## src/rtl/led_matrix_column_scanner.sv

```systemverilog
// led_matrix_column_scanner: time-multiplexes a 5x7 irrigation status LED matrix,
// one column at a time, with a blanking gap before every column.
//
// Ports:
//   clk               system clock
//   rst_n             asynchronous active-low reset
//   irrigation_status live status code, sampled once per frame
//   col_rows          column row images from the decoders, column k at [7k+6:7k]
//   status_latched    frame-stable status code fed to the column decoders
//   columns           active-low column enables, at most one low
//   rows              active-high row drive
//   frame_done        one-cycle pulse on the last DRIVE cycle of column 4
//
// Optional feature: define IRRIGATION_BLINK_EN to blink the display while the
// latched status is 2'b11, toggling every BLINK_FRAMES frames.
module led_matrix_column_scanner #(
    parameter int CLK_DIV      = 50000,
    parameter int BLANK_CYCLES = 4,
    parameter int BLINK_FRAMES = 16
) (
    input  logic        clk,
    input  logic        rst_n,
    input  logic [1:0]  irrigation_status,
    input  logic [34:0] col_rows,
    output logic [1:0]  status_latched,
    output logic [4:0]  columns,
    output logic [6:0]  rows,
    output logic        frame_done
);
    localparam int MAXP = (CLK_DIV > BLANK_CYCLES) ? CLK_DIV : BLANK_CYCLES;
    localparam int CW   = (MAXP > 1) ? $clog2(MAXP) : 1;

    if (CLK_DIV < 1 || BLANK_CYCLES < 1 || BLINK_FRAMES < 1) begin : g_bad_params
        $error("led_matrix_column_scanner: CLK_DIV, BLANK_CYCLES and BLINK_FRAMES must be >= 1");
    end

    typedef enum logic {BLANK = 1'b0, DRIVE = 1'b1} state_t;

    state_t          state, next_state;
    logic [CW-1:0]   cnt, next_cnt;
    logic [2:0]      col_idx, next_col;
    logic            last;
    logic            capture;
    logic            blank_rows;
    logic [4:0]      columns_d;
    logic [6:0]      rows_d;
    logic            frame_done_d;
    logic [4:0][6:0] images;

    assign images = col_rows;

    always_ff @(posedge clk or negedge rst_n) begin
        if (!rst_n) begin
            state          <= BLANK;
            cnt            <= '0;
            col_idx        <= '0;
            columns        <= 5'h1f;
            rows           <= '0;
            frame_done     <= 1'b0;
            status_latched <= 2'b00;
        end else begin
            state          <= next_state;
            cnt            <= next_cnt;
            col_idx        <= next_col;
            columns        <= columns_d;
            rows           <= rows_d;
            frame_done     <= frame_done_d;
            status_latched <= capture ? irrigation_status : status_latched;
        end
    end

    always_comb begin
        last       = (state == BLANK) ? (cnt == CW'(BLANK_CYCLES - 1)) : (cnt == CW'(CLK_DIV - 1));
        next_state = last ? ((state == BLANK) ? DRIVE : BLANK) : state;
        next_cnt   = last ? '0 : cnt + 1'b1;
        next_col   = (last && state == DRIVE) ? ((col_idx == 3'd4) ? 3'd0 : col_idx + 3'd1) : col_idx;
    end

    // Outputs are registered from the next-state values so they line up with the state.
    always_comb begin
        capture      = (state == BLANK) && (col_idx == 3'd0) && (cnt == '0);
        columns_d    = (next_state == DRIVE) ? ~(5'd1 << next_col) : 5'h1f;
        rows_d       = (next_state == DRIVE && !blank_rows) ? images[next_col] : 7'd0;
        frame_done_d = (next_state == DRIVE) && (next_col == 3'd4) && (next_cnt == CW'(CLK_DIV - 1));
    end

`ifdef IRRIGATION_BLINK_EN
    localparam int FW = (BLINK_FRAMES > 1) ? $clog2(BLINK_FRAMES) : 1;

    logic [FW-1:0] frame_cnt;
    logic          blink;
    logic          wrap;

    assign wrap = (frame_cnt == FW'(BLINK_FRAMES - 1));

    always_ff @(posedge clk or negedge rst_n) begin
        if (!rst_n) begin
            frame_cnt <= '0;
            blink     <= 1'b0;
        end else if (frame_done) begin
            frame_cnt <= wrap ? '0 : frame_cnt + 1'b1;
            blink     <= wrap ? ~blink : blink;
        end
    end

    assign blank_rows = blink && (status_latched == 2'b11);
`else
    assign blank_rows = 1'b0;
`endif

endmodule

```

## config.mk

```make
export PLATFORM = sky130hd
export DESIGN_NAME = led_matrix_column_scanner
export DESIGN_NICKNAME = d
export VERILOG_FILES = /design/src/rtl/led_matrix_column_scanner.sv
export SDC_FILE = /design/constraint.sdc
export NUM_CORES = 1
export LEC_CHECK = 0
export CORE_MARGIN = 4
export CORE_UTILIZATION = 45
export CTS_BUF_LIST = sky130_fd_sc_hd__clkbuf_2 sky130_fd_sc_hd__clkbuf_4 sky130_fd_sc_hd__clkbuf_8
export DETAILED_ROUTE_END_ITERATION = 10
export PLACE_DENSITY = 0.76
export SYNTH_ARGS = -nofsm -noshare
export SYNTH_HDL_FRONTEND = slang
export SYNTH_SLANG_ARGS = --single-unit
```

## constraint.sdc

```tcl
create_clock -name clk -period 3.5 [get_ports clk]
set_input_delay 0.7 -clock clk [delete_from_list [all_inputs] [get_ports clk]]
set_output_delay 0.7 -clock clk [all_outputs]
set_load 0.05 [all_outputs]
```

==> flow_summary_export.csv <==
group,metric,value,unit
timing,skew,0.00412,ns
critical_path,crit_path_max_fanout,9,
clock_tree,htreeDepth,2,
critical_path,crit_path_end_kind,"flip-flop",
global_routing,grt_pass1_wl,7470,µm
place,dpl.hpwl,3370,µm
drt,drcViolationCount,0,
critical_path,critPathArrivalTime,3.12,ns
synth,synth.ff_latch_count,35,
drt,num_vias,1613,
place,portBuffers,53,
power_and_ir_drop,p_seq_share,49.7,%
synth,synth_adder_area_share,3.26,%
floorplanning,start_util,47.3,%
global_routing,antenna_found_initial,0,
timing,post-route-period-util,83.7,%
power_and_ir_drop,switchingPower,180,µW
floorplanning,die_y,73.3,µm
cells_and_area,area_delta_synth_final,32.7,%
clock_tree,cts_hold_buf,0,
synth,synth_fp_nets,237,
critical_path,start_kind,"flip-flop",
synth,synth-simple-area-share,25.5,%
drt,first_pass_iters,4,
synth,syn_area,1920,µm²
cells_and_area,multi_input_area,937,µm²
clock_tree,cts_tree,"done",
global_routing,grt.overflow.total,0,
synth,ys_types,44,
floorplanning,core.rowCount,23,
timing,finalHoldViolations,0,
power_and_ir_drop,netSwitchingFraction,21.7,%
global_routing,grt_max_degree,36,
critical_path,cp.required,3.69,ns
clock_tree,cts_resized,0,
run,max-cap-violations,0,
power_and_ir_drop,p_leak,0.00110,µW
place,placed_cell_area,2440,µm²
clock_tree,postCtsSetupRepairBufs,0,
timing,tightestPinTransition,0.773,ns
synth,synth_ff_type,"dfrtp_1",
power_and_ir_drop,comb_power_share,11.1,%
global_routing,grt.total_usage,18.3,%
power_and_ir_drop,p_per_area,325,nW/µm²
clock_tree,clk_latency,0.28,ns
floorplanning,die_area,5380,µm²
power_and_ir_drop,peakVddDrop,166,µV
synth,synth_async_sr_flop_share,100,%
power_and_ir_drop,p_int,649,µW
timing,rsz0062_at_grt,"no",
clock_tree,cts-root-buf,"clkbuf_8",
critical_path,worst-setup-path-type,"reg -> reg",
synth,yosysSeqAreaShare,45.9,%
timing,report.final.setup_viol,0,
cells_and_area,fillCellCount,333,
cells_and_area,nNetsFinal,288,
cells_and_area,ff_latch_area,882,µm²
place,gp_congestion,0.829,
synth,yosys_warnings,0,
global_routing,grt_pass1_vias,1561,
clock_tree,cts.clk_slew.worst_paths,0.07,ns
clock_tree,clockBufferDepth,2,
drt,drt_iter0_markers,105,
cells_and_area,drive_gt1_share,10.6,%
synth,synth_edf_count,0,
synth,synthMuxAreaShare,2.35,%
drt,via_per_inst,5.47,
timing,fin_crit,2.93,ns
drt,wl,4470,µm
floorplanning,ios,54,
drt,ant_nets,0,
timing,final_max_slew_viol_count,0,
timing,fmax,341,MHz
power_and_ir_drop,p_clk_share,39.3,%
synth,synth_top_family_by_area,"simple AND/OR/NAND/NOR gates",
cells_and_area,design_area,2550,µm²
hold_path,hp-class,"in -> async",
floorplanning,core_area,4060,µm²
synth,yosys.area_share.xor_xnor,7.75,%
timing,slew_headroom,48.5,%
cells_and_area,diodes,0,
run_status,status,"finished, final reports clean",
floorplanning,chipWidth,73.3,µm
synth,synth_compound_area_share,9.97,%
drt,wire_per_inst,15.1,µm
clock_tree,cts.sinks,35,
synth,synthCells,193,
synth,avgSynthCellArea,9.95,µm²
timing,final.setup.tns,0,ns
clock_tree,cts_made_buffers,5,
path summary, 6_finish.rpt:
path | startpoint | to | slack [ns] | cells after the start
max in group asynchronous | rst_n | rows[6] | 2.51 | 1
worst min register to register | status_latched[1] | status_latched[1] | 0.52 | 1
worst max register to register | cnt[4] | frame_done | 0.57 | 9
worst max-delay path | cnt[4] | frame_done | 0.57 | 9
min in group clk | status_latched[1] | status_latched[1] | 0.52 | 1
worst min-delay path | rst_n | cnt[7] | 0.49 | 1
cells by family (layout without fill, tap and decap cells):
family / after synthesis / in the layout
simple gates: 90 / 90
flops: 35 / 35
compound gates: 25 / 25
buf+inv: 18 / 70
xor+xnor: 17 / 17
fa+ha+maj: 5 / 5
mux: 3 / 3
synth_stat cells, types with 2 or more instances:
| library cell | number | area [µm²] |
|---|---|---|
| nand2b_1 | 7 | 43.8 |
| and3b_1 | 3 | 26.3 |
| mux2_2 | 2 | 22.5 |
| dfrtp_1 | 30 | 751 |
| a31oi_1 | 6 | 37.5 |
| buf_4 | 6 | 45.0 |
| and3_1 | 3 | 18.8 |
| nand3_1 | 10 | 50.1 |
| inv_1 | 7 | 26.3 |
| nand2_1 | 24 | 90.1 |
| buf_2 | 2 | 10.0 |
| dfstp_2 | 5 | 131 |
| o21ai_0 | 3 | 15.0 |
| a32o_1 | 7 | 70.1 |
| nor2_1 | 24 | 90.1 |
| xnor2_1 | 7 | 61.3 |
| nand4_1 | 5 | 31.3 |
| ha_1 | 5 | 62.6 |
| xor2_1 | 10 | 87.6 |
| nor4_1 | 3 | 18.8 |
sequential cells by signal, summed over array words and instances (netlist names):
register,count
cnt,16
col_idx,3
status_latched,2
columns,5
frame_done,1
state,1
rows,7
per-layer routing:
metal | track usage [%] | vias to the layer above | share of wire (%)
li1 | - | 777 | -
met1 | 22.7 | 760 | 42
met2 | 28.1 | 66 | 48
met3 | 7.93 | 10 | 8.6
met4 | 7.44 | 0 | 1.9
met5 | 0 | - | 0
worst max-delay path: stages, from the launching register on:
cell	delay [ns]
dfrtp_1	0.43
nor2_1	0.18
nand2_1	0.07
nor4_1	0.31
and3_1	0.25
ha_1	0.34
a32o_1	0.41
and3b_1	0.43
o2111ai_1	0.18
nor4_2	0.23
power by group through the flow:
stage	Combinational [µW]	Clock, µW	Sequential, µW
2_1_floorplan	9.84	0	438
3_3_place_gp	92.2	0	419
3_5_place_dp	92.1	0	419
4_1_cts	92.6	335	412
5_1_grt	97.7	353	412
6_report	91.7	326	412
cell type report:
class                           count  area share [%]
Multi-Input combinational cell    140            36.8
Sequential cell                    35            34.6
Timing Repair Buffer               54            20.9
Clock buffer                        8            4.07
Tap cell                           50            2.45
Inverter                            8            1.18
cells in the final DEF (no fill, tap or decap), types with 2 or more instances in the layout:
| cell | n |
|---|---|
| clkdlybuf4s50_1 | 52 |
| dfrtp_1 | 30 |
| nand2_1 | 24 |
| nor2_1 | 24 |
| nand3_1 | 10 |
| xor2_1 | 10 |
| inv_1 | 7 |
| nand2b_1 | 7 |
| a32o_1 | 7 |
| xnor2_1 | 7 |
| clkbuf_8 | 7 |
| a31oi_1 | 6 |
| nand4_1 | 5 |
| ha_1 | 5 |
| dfstp_2 | 5 |
| nor4_1 | 3 |
| o21ai_0 | 3 |
| and3_1 | 3 |
| and3b_1 | 3 |
| mux2_2 | 2 |
per-stage QoR:
stage | power, µW | std cells | setup slack, ns | util, % | hold slack, ns
floorplan | 448 | 193 | 0.909 | - | 0.404
global placement | 511 | 287 | 0.669 | 60.3 | 0.497
detailed placement | 511 | 287 | 0.550 | 60.3 | 0.502
CTS | 839 | 295 | 0.538 | 62.8 | 0.513
global route | 863 | 295 | 0.305 | 62.8 | 0.545
finish | 829 | 295 | 0.571 | 62.8 | 0.488
Note: power is estimated with default switching activity, not from simulation.
